**src/rtl/cpu_run_pkg.sv**
```systemverilog
`default_nettype none
// ============================================================================
// Module      : cpu_run_pkg
// Description : Shared state encoding for the CPU run controller.
// Revision    : 1.0 - initial release
// ============================================================================
package cpu_run_pkg;

  localparam int STATE_W = 3;

  localparam logic [STATE_W-1:0] ST_IDLE  = 3'd0;
  localparam logic [STATE_W-1:0] ST_RESET = 3'd1;
  localparam logic [STATE_W-1:0] ST_RUN   = 3'd2;
  localparam logic [STATE_W-1:0] ST_CHECK = 3'd3;
  localparam logic [STATE_W-1:0] ST_DONE  = 3'd4;

  typedef enum logic [STATE_W-1:0] {
    S_IDLE  = ST_IDLE,
    S_RESET = ST_RESET,
    S_RUN   = ST_RUN,
    S_CHECK = ST_CHECK,
    S_DONE  = ST_DONE
  } run_state_e;

endpackage : cpu_run_pkg
`default_nettype wire

```
**src/rtl/cpu_run_ctrl_halt_detector.sv**
```systemverilog
`default_nettype none
// ============================================================================
// Module      : halt_detector
// Description : Flags a program halt (a `j .` self-loop) once the observed PC
//               has stayed unchanged for HALT_REPEAT consecutive comparisons.
// Revision    : 1.0 - initial release
// ============================================================================
module halt_detector #(
  parameter int PC_W        = 32,
  parameter int HALT_REPEAT = 4
) (
  input  logic            clk,
  input  logic            rst,    // asynchronous, active-low
  input  logic            clr,    // held high whenever the controller is not in RUN
  input  logic [PC_W-1:0] pc,
  output logic            halt
);

  localparam int SC_W = $clog2(HALT_REPEAT + 1);

  logic [PC_W-1:0] pc_prev_q, pc_prev_d;
  logic            seen_q, seen_d;      // pc_prev holds a real RUN sample
  logic [SC_W-1:0] stable_q, stable_d;
  logic            same;

  // Compare against the previous PC; the first RUN cycle has no history and
  // therefore always counts as a change.
  always_comb begin
    same      = seen_q && (pc == pc_prev_q);
    pc_prev_d = pc;
    seen_d    = 1'b1;
    stable_d  = stable_q;
    if (clr) begin
      pc_prev_d = '0;
      seen_d    = 1'b0;
      stable_d  = '0;
    end else if (!same) begin
      stable_d  = '0;
    end else if (stable_q != SC_W'(HALT_REPEAT)) begin
      stable_d  = stable_q + 1'b1;
    end
    halt = !clr && same && (stable_d == SC_W'(HALT_REPEAT));
  end

  // PC history and stability counter registers.
  always_ff @(posedge clk or negedge rst) begin
    if (!rst) begin
      pc_prev_q <= '0;
      seen_q    <= 1'b0;
      stable_q  <= '0;
    end else begin
      pc_prev_q <= pc_prev_d;
      seen_q    <= seen_d;
      stable_q  <= stable_d;
    end
  end

endmodule : halt_detector
`default_nettype wire

```
**src/rtl/cpu_run_ctrl.sv**
```systemverilog
`default_nettype none
// ============================================================================
// Module      : cpu_run_ctrl
// Description : Run controller for the MIPS core. Holds the CPU in reset,
//               runs it, detects halt or watchdog expiry and checks the
//               signature register against an expected value.
// Revision    : 1.0 - initial release
// ============================================================================
module cpu_run_ctrl
  import cpu_run_pkg::*;
#(
  parameter int PC_W        = 32,
  parameter int RST_CYCLES  = 2,
  parameter int MAX_CYCLES  = 50,
  parameter int HALT_REPEAT = 4,
  parameter int SIG_REG     = 2,
  parameter int CNT_W       = $clog2(MAX_CYCLES + 1)
) (
  input  logic             clk,
  input  logic             rst,          // asynchronous, active-low
  input  logic             start,
  input  logic             abort,
  input  logic [PC_W-1:0]  pc,
  input  logic             reg_we,
  input  logic [4:0]       reg_waddr,
  input  logic [31:0]      reg_wdata,
  input  logic [31:0]      expected,
  output logic             cpu_rst,
  output logic             busy,
  output logic             done,
  output logic             pass,
  output logic             timeout,
  output logic [CNT_W-1:0] cycle_count
);

  localparam int RC_W = (RST_CYCLES > 1) ? $clog2(RST_CYCLES) : 1;

  run_state_e       state_q, state_d;
  logic [RC_W-1:0]  rst_cnt_q, rst_cnt_d;
  logic [CNT_W-1:0] cnt_q, cnt_d;
  logic             timeout_q, timeout_d;
  logic             pass_q, pass_d;
  logic [31:0]      sig_q, sig_d;
  logic             sig_valid_q, sig_valid_d;
  logic [31:0]      exp_q, exp_d;
  logic             cpu_rst_q, cpu_rst_d;
  logic             busy_q, busy_d;
  logic             done_q, done_d;

  logic             halt;
  logic             halt_clr;
  logic             sig_write;

  assign halt_clr  = (state_q != S_RUN);
  assign sig_write = reg_we && (reg_waddr == 5'(SIG_REG));

  halt_detector #(
    .PC_W        (PC_W),
    .HALT_REPEAT (HALT_REPEAT)
  ) u_halt_detector (
    .clk  (clk),
    .rst  (rst),
    .clr  (halt_clr),
    .pc   (pc),
    .halt (halt)
  );

  // Next-state and next-output logic for the run sequence.
  always_comb begin
    state_d     = state_q;
    rst_cnt_d   = rst_cnt_q;
    cnt_d       = cnt_q;
    timeout_d   = timeout_q;
    pass_d      = pass_q;
    sig_d       = sig_q;
    sig_valid_d = sig_valid_q;
    exp_d       = exp_q;

    case (state_q)
      S_IDLE, S_DONE: begin
        // A new run always starts from clean result flags.
        if (start) begin
          state_d     = S_RESET;
          rst_cnt_d   = '0;
          cnt_d       = '0;
          timeout_d   = 1'b0;
          pass_d      = 1'b0;
          sig_valid_d = 1'b0;
        end
      end
      S_RESET: begin
        if (abort) begin
          state_d = S_IDLE;
        end else if (rst_cnt_q == RC_W'(RST_CYCLES - 1)) begin
          state_d = S_RUN;
        end else begin
          rst_cnt_d = rst_cnt_q + 1'b1;
        end
      end
      S_RUN: begin
        if (cnt_q != CNT_W'(MAX_CYCLES)) begin
          cnt_d = cnt_q + 1'b1;
        end
        // The write is captured even on the edge that ends the run.
        if (sig_write) begin
          sig_d       = reg_wdata;
          sig_valid_d = 1'b1;
        end
        if (abort) begin
          state_d = S_IDLE;
        end else if (halt) begin
          state_d = S_CHECK;
          exp_d   = expected;
        end else if (cnt_q == CNT_W'(MAX_CYCLES - 1)) begin
          state_d   = S_CHECK;
          timeout_d = 1'b1;
          exp_d     = expected;
        end
      end
      S_CHECK: begin
        pass_d  = sig_valid_q && !timeout_q && (sig_q == exp_q);
        state_d = S_DONE;
      end
      default: begin
        state_d = S_IDLE;
      end
    endcase

    // Outputs are registered from the state being entered.
    cpu_rst_d = (state_d == S_IDLE) || (state_d == S_RESET);
    busy_d    = (state_d == S_RESET) || (state_d == S_RUN) || (state_d == S_CHECK);
    done_d    = (state_d == S_DONE);
  end

  // State, counters, captured signature and registered outputs.
  always_ff @(posedge clk or negedge rst) begin
    if (!rst) begin
      state_q     <= S_IDLE;
      rst_cnt_q   <= '0;
      cnt_q       <= '0;
      timeout_q   <= 1'b0;
      pass_q      <= 1'b0;
      sig_q       <= '0;
      sig_valid_q <= 1'b0;
      exp_q       <= '0;
      cpu_rst_q   <= 1'b1;
      busy_q      <= 1'b0;
      done_q      <= 1'b0;
    end else begin
      state_q     <= state_d;
      rst_cnt_q   <= rst_cnt_d;
      cnt_q       <= cnt_d;
      timeout_q   <= timeout_d;
      pass_q      <= pass_d;
      sig_q       <= sig_d;
      sig_valid_q <= sig_valid_d;
      exp_q       <= exp_d;
      cpu_rst_q   <= cpu_rst_d;
      busy_q      <= busy_d;
      done_q      <= done_d;
    end
  end

  assign cpu_rst     = cpu_rst_q;
  assign busy        = busy_q;
  assign done        = done_q;
  assign pass        = pass_q;
  assign timeout     = timeout_q;
  assign cycle_count = cnt_q;

endmodule : cpu_run_ctrl
`default_nettype wire

```
**config.mk**
```make
export PLATFORM = sky130hd
export DESIGN_NAME = cpu_run_ctrl
export DESIGN_NICKNAME = d
export VERILOG_FILES = /design/src/rtl/cpu_run_pkg.sv /design/src/rtl/cpu_run_ctrl_halt_detector.sv /design/src/rtl/cpu_run_ctrl.sv
export SDC_FILE = /design/constraint.sdc
export NUM_CORES = 1
export LEC_CHECK = 0
export BUFFER_PORTS_ARGS = -buffer_cell sky130_fd_sc_hd__buf_2
export CORE_MARGIN = 4
export CORE_UTILIZATION = 50
export CTS_CLUSTER_DIAMETER = 150
export DETAILED_ROUTE_END_ITERATION = 8
export GPL_ROUTABILITY_DRIVEN = 0
export PLACE_DENSITY = 0.74
export SYNTH_ARGS = -nofsm -noshare
export SYNTH_HDL_FRONTEND = slang
export SYNTH_SLANG_ARGS = --single-unit
```
**constraint.sdc**
```tcl
create_clock -name clk -period 2.9 [get_ports clk]
set_input_delay 0.145 -clock clk [delete_from_list [all_inputs] [get_ports clk]]
set_output_delay 0.145 -clock clk [all_outputs]
set_load 0.01 [all_outputs]
```
Word level (Yosys, flattened, before mapping)
Index checks and enable logic that the tools add are counted.
{"block": "word_totals", "register_bits": 116, "latchBits": 0, "ramBits": 0, "mem_bits_ro": 0, "inputBits": 106, "output_inout_bits": 11, "wordCells": 94, "mem_count": 0}
{"block": "classes", "add_sub_neg": 3, "n_mul": 0, "div_mod_pow": 0, "n_lt_le_gt_ge": 0, "n_eq_ne": 23, "shifts": 0, "n_mux": 28, "bitwise": 1, "reduce_logical": 25}
{"operator": "two-way mux 32 bit", "count": 3}
{"operator": "== test 32 bit", "count": 2}
{"operator": "two-way mux 3 bit", "count": 9}
{"operator": "!= test 2 bit, second input constant", "count": 7}
{"operator": "== test 3 x 2 -> 1 bit, second input constant", "count": 4}
{"operator": "two-way mux 6 bit", "count": 2}
{"operator": "one-hot mux 3 bit (4 select lines)", "count": 1}
{"operator": "one-hot mux 6 bit (2 select lines)", "count": 1}
{"operator": "AND reduction 3 bit", "count": 4}
{"operator": "== test 3 bit, second input constant", "count": 3}
{"operator": "two-way mux 1 bit", "count": 8}
{"operator": "one-hot mux 1 bit (2 select lines)", "count": 4}
{"operator": "nonzero test 2 bit", "count": 4}
{"operator": "adder 6 x 1 -> 6 bit, second input constant", "count": 1}
{"operator": "== test 3 x 1 -> 1 bit, second input constant", "count": 2}
{"operator": "== test 6 bit, second input constant", "count": 1}
{"operator": "logical AND 1 bit", "count": 6}
{"operator": "logical NOT 3 bit", "count": 2}
{"operator": "!= test 6 bit, second input constant", "count": 1}
{"operator": "== test 5 x 2 -> 1 bit, second input constant", "count": 1}
{"operator": "AND reduction 5 bit", "count": 1}
{"operator": "AND reduction 2 bit", "count": 2}
{"operator": "adder 3 x 1 -> 3 bit, second input constant", "count": 1}
{"operator": "logical OR 1 bit", "count": 3}
{"operator": "other kinds (6)", "count": 7}

Depth between registers and ports, before layout
{"block": "logic_depth", "depth_word": 12, "depth_mapped": 8, "ltp_nobuf": 7}

Modules after synthesis
Synthesis repeated with hierarchy kept, for this count alone.
{"block": "unflattened", "hier_cells": 399, "hier_area_um2": 5176.2}
{"module": "cpu_run_ctrl", "n_inst": 1, "cells_each": 256, "area_each_um2": 3519.6, "seq_area_each_um2": 2003.2}
{"module": "halt_detector", "n_inst": 1, "cells_each": 143, "area_each_um2": 1656.6, "seq_area_each_um2": 900.9}

Worst setup path before layout
No wires, ideal clock.
{"block": "synth_timing", "path_kind": "register -> register", "from": "register state_q[2]", "to": "register exp_q[0]", "setup_ns": 0.125, "arrival_ns": 2.308, "t_required_ns": 2.775, "setup_slack_ns": 0.467, "path_stages_with_launch": 9, "path_buffers": 2, "synth_period_minus_slack_ns": 2.433, "path_cell_list": "dfrtp_1 > or3b_1 > buf_6 > nor2_2 > and4b_1 > nand4bb_2 > o41ai_4 > buf_6 > mux2_4"}
{"block": "synth_between", "elab_chain_cells": 6, "elab_cells_between_ends": 10, "cone_classes": "3 x eq/ne; 2 x mux; 5 x reduce/logical"}
{"element": "start: declaration", "line": "cpu_run_ctrl.sv:38", "rtl": "run_state_e state_q, state_d;"}
{"element": "start signal: assignment", "line": "cpu_run_ctrl.sv:150", "rtl": "state_q <= state_d;"}
{"element": "!= test 3 x 2 -> 1 bit", "line": "cpu_run_ctrl.sv:54", "rtl": "assign halt_clr = (state_q != S_RUN);"}
{"element": "two-way mux 3 bit or logical NOT 1 bit (tied branches)", "line": "cpu_run_ctrl_halt_detector.sv:33, cpu_run_ctrl_halt_detector.sv:42"}
{"element": "== test 3 bit or logical AND 1 bit (tied branches)", "line": "cpu_run_ctrl_halt_detector.sv:42", "rtl": "halt = !clr && same && (stable_d == SC_W'(HALT_REPEAT));"}
{"element": "logical AND 1 bit", "line": "cpu_run_ctrl_halt_detector.sv:42"}
{"element": "nonzero test 2 bit (no line)"}
{"element": "AND reduction 3 bit (no line)"}
{"element": "end signal: assignment", "line": "cpu_run_ctrl.sv:157", "rtl": "exp_q <= exp_d;"}
{"element": "end: declaration", "line": "cpu_run_ctrl.sv:45", "rtl": "logic [31:0] exp_q, exp_d;"}
Several ways; a longest one is shown, not always the timed one.
A chain may end at the register's enable or synchronous reset.

Final worst setup path
{"block": "layout_timing", "from": "register u_halt_detector.pc_prev_q[27]", "to": "register exp_q[17]"}
{"block": "layout_between", "elab_chain_cells": 8, "elab_cells_between_ends": 10, "cone_classes": "2 x eq/ne; 3 x mux; 5 x reduce/logical"}
{"element": "start: declaration", "line": "cpu_run_ctrl_halt_detector.sv:21", "rtl": "logic [PC_W-1:0] pc_prev_q, pc_prev_d;"}
{"element": "start signal: assignment", "line": "cpu_run_ctrl_halt_detector.sv:52", "rtl": "pc_prev_q <= pc_prev_d;"}
{"element": "== test 32 bit *", "line": "cpu_run_ctrl_halt_detector.sv:29", "rtl": "same = seen_q && (pc == pc_prev_q);"}
{"element": "logical AND 1 bit *", "line": "cpu_run_ctrl_halt_detector.sv:29"}
{"element": "two-way mux 3 bit", "line": "cpu_run_ctrl_halt_detector.sv:37", "rtl": "end else if (!same) begin"}
{"element": "two-way mux 3 bit", "line": "cpu_run_ctrl_halt_detector.sv:33", "rtl": "if (clr) begin"}
{"element": "== test 3 bit", "line": "cpu_run_ctrl_halt_detector.sv:42"}
{"element": "logical AND 1 bit *", "line": "cpu_run_ctrl_halt_detector.sv:42"}
{"element": "nonzero test 2 bit (no line)"}
{"element": "AND reduction 3 bit (no line)"}
Every way passes the cells marked *; elsewhere a longest branch is shown, timed or not.

==> results.sh <==
export IMPL_timing_hold_ws_ns=0.208
export IMPL_io_pins=117
export IMPL_rsz0062_at_grt="no"
export IMPL_start_util_pct=51.1
export IMPL_grt_pass1_vias=4467
export IMPL_synth_top_family_by_area="multiplexers"
export IMPL_die_w_um=111
export IMPL_cts_buffer_depth=2
export IMPL_h_tree_depth=4
export IMPL_postRouteAntennaNets=0
export IMPL_grt_overflow_total=0
export IMPL_finalSetupTns_ns=0
export IMPL_drcViolationCount=0
export IMPL_stdcell_area_mm2=0.00760
export IMPL_place_area_mm2=0.00603
export IMPL_p_per_area_mw_per_mm2=584
export IMPL_hold_viol=0
export IMPL_fin_nets=743
export IMPL_yosysTopAreaCell="dfrtp_1"
export IMPL_maxSlewHeadroom_pct=54.8
export IMPL_clk_pin_slew_ns=0.06
export IMPL_routed_wl_um=13500
export IMPL_chipHeight_um=111
export IMPL_cp_max_fo=33
export IMPL_start_kind="flop"
export IMPL_port_buffers=116
export IMPL_cts_resized=0
export IMPL_synth_async_reset_ratio_pct=100
export IMPL_drtIter0Drc=211
export IMPL_vias=3910
export IMPL_viasPerCell=5.01
export IMPL_cp_data_arrival_time_ns=2.92
export IMPL_fin_crit_sh_pct=87.0
export IMPL_synthesis_area_mm2=0.00528
export IMPL_grt_max_degree=53
export IMPL_p_leak_nw=3.96
export IMPL_setup_violations=0
export IMPL_clk_latency_ns=0.52
export IMPL_worst_slew_pin_slew_ns=0.679
export IMPL_cts_hold_buf=100
export IMPL_yosys_warnings=0
export IMPL_num_antenna_cells=0
export IMPL_clock_sinks=116
export IMPL_synth_fa_ha_area_share_pct=1.18
export IMPL_clockRootBuffer="clkbuf_8"
export IMPL_grt_pass1_wl_um=22600
export IMPL_critPathKind="reg -> reg"
export IMPL_placementRows=37
export IMPL_post_cts_buffers=0
export IMPL_hp_class="in -> async"
export IMPL_synth_xor_area_share_pct=10.8
export IMPL_cp_cell_sequence="xor2_1 -> nor4_1 -> nand3_1 -> nand4bb_2 -> o41ai_4 -> buf_12 -> mux2_2"
export IMPL_syn_to_final_growth_pct=44.0
export IMPL_core_mm2=0.0103
export IMPL_routedWlPerCell_um=17.2
export IMPL_dieArea_mm2=0.0123
export IMPL_critPathMaxStageDelay_ns=0.39
export IMPL_synth_compound_area_share_pct=2.20
export IMPL_status="complete, no violations"
export IMPL_cts_tree="built"
export IMPL_dp_hpwl_um=8010
export IMPL_crit_buf_inv=1
export IMPL_worst_endpoint_required_ns=3.29
export IMPL_synth_seq_cells=116
export IMPL_crit_family="simple AND/OR/NAND/NOR gates"
export IMPL_cts_made_buffers=17
export IMPL_max_vdd_ir_drop_mv=0.384
export IMPL_drive_gt1_share_pct=34.3
export IMPL_post_synth_main_area_contributors="dfrtp_1 55%, mux2_4 8.2%, xor2_1 7.8%, mux2_2 7.5%, and2_1 3.7%"
export IMPL_ys_flop_type="dfrtp_1"
export IMPL_slew_violations=0
export IMPL_track_usage_pct=23.4
export IMPL_clock_fmax_ghz=0.396
export IMPL_synth_cell_types=42
export IMPL_cpMaxStageDelayCell="nor4_1"
export IMPL_syn_area_per_cell_um2=13.1
export IMPL_synth_mux_area_share_pct=16.1
export IMPL_skew_ns=0.00798
export IMPL_synthCells=402
export IMPL_antenna_found_initial=0
export IMPL_drtPass1Iterations=4
export IMPL_yosys_area_share_simple_pct=12.5
export IMPL_synth_edff_count=0
export IMPL_period_minus_slack_ns=2.52
export IMPL_synth_fp_nets=513
export IMPL_max_cap_viol_count=0
export IMPL_ys_seq_area_share_pct=55.0
export IMPL_yosysTopAreaCellShare_pct=54.5
export IMPL_cp_end_kind="flop"
-- stage by stage --
step | instances | total power, W | utilization, % | worst slack [ns]
detailed placement | 649 | 0.00235 | 58.4 | 0.409
finish | 781 | 0.00444 | 73.6 | 0.377
CTS | 781 | 0.00447 | 73.6 | 0.401
floorplan | 402 | 0.00212 | - | 0.467
global placement | 649 | 0.00233 | 58.4 | 0.466
global route | 781 | 0.00465 | 73.6 | 0.309
-- flip-flops by register name, indices dropped and copies added (netlist names) --
register and cells:
exp_q 32, sig_q 32, u_halt_detector.pc_prev_q 32, cycle_count 6, state_q 3, u_halt_detector.stable_q 3
busy 1, cpu_rst 1, done 1, pass 1, rst_cnt_q 1, sig_valid_q 1
timeout 1, u_halt_detector.seen_q 1
-- power by group --
group	internal [W]	total (W)	switching (W)
logic	0.000329	0.000624	0.000295
clock network	0.00128	0.00199	0.000710
registers	0.00174	0.00183	0.0000870
-- layer usage --
layer	up-vias	track usage (%)	wire length, um
met5	-	0	0
met4	0	8.05	188
met3	18	6.50	675
met2	114	42.1	7220
met1	1946	26.8	5390
li1	1832	-	-
-- kinds of logic after synthesis --
family | count (synthesis)
DFF | 116
and+or+nand+nor | 113
muxes | 66
xor gates and xnor gates | 65
buffers and inverters | 23
AOI/OAI and AO/OA | 14
adders and majority gates | 5
-- synthesized netlist by cell type, types with 2 or more instances --
| cell type | count |
|---|---|
| a21oi_1 | 4 |
| and2_1 | 31 |
| buf_6 | 4 |
| clkbuf_1 | 7 |
| dfrtp_1 | 115 |
| ha_1 | 5 |
| inv_1 | 12 |
| mux2_2 | 35 |
| mux2_4 | 29 |
| mux2i_1 | 2 |
| nand2_1 | 15 |
| nand2b_1 | 4 |
| nand3_1 | 6 |
| nand3b_1 | 3 |
| nand4_1 | 7 |
| nor2_1 | 17 |
| nor2b_1 | 3 |
| nor3_1 | 3 |
| nor4_1 | 11 |
| nor4b_1 | 2 |
| o22ai_1 | 2 |
| or3_1 | 2 |
| xnor2_1 | 18 |
| xor2_1 | 47 |
-- final timing paths --
path / start / end / slack (ns) / depth (start not counted)
worst max register to register: u_halt_detector.pc_prev_q[27] / exp_q[17] / 0.38 / 7
min in group clk: reg_we / sig_valid_q / 0.22 / 4
worst max-delay path: u_halt_detector.pc_prev_q[27] / exp_q[17] / 0.38 / 7
worst min-delay path: rst / u_halt_detector.pc_prev_q[7] / 0.21 / 2
worst min register to register: sig_valid_q / sig_valid_q / 0.49 / 2
max in group asynchronous: rst / u_halt_detector.pc_prev_q[17] / 1.92 / 3
-- placed cells by master, fill, tap and decap left out, types with 3 or more instances in the layout --
cell / n
a21oi_1: 4
and2_1: 31
buf_2: 115
buf_4: 5
clkbuf_16: 16
clkbuf_8: 4
clkinv_2: 6
dfrtp_1: 115
dlygate4sd3_1: 100
ha_1: 5
inv_1: 12
mux2_2: 35
mux2_4: 29
nand2_1: 15
nand2b_1: 4
nand3_1: 6
nand3b_1: 3
nand4_1: 7
nor2_1: 17
nor2b_1: 3
nor3_1: 3
nor4_1: 11
xnor2_1: 18
xor2_1: 47
-- area by class of cell --
cell class                      count  area, um2
Tap cell                          136        170
Timing Repair Buffer              222       1650
Sequential cell                   116       2900
Multi-Input combinational cell    263       2260
Clock buffer                       22        463
Inverter                           12       45.0
Fill cell                         661       2720
Clock inverter                     10        105
No activity file was read; power rests on OpenSTA's default activity.
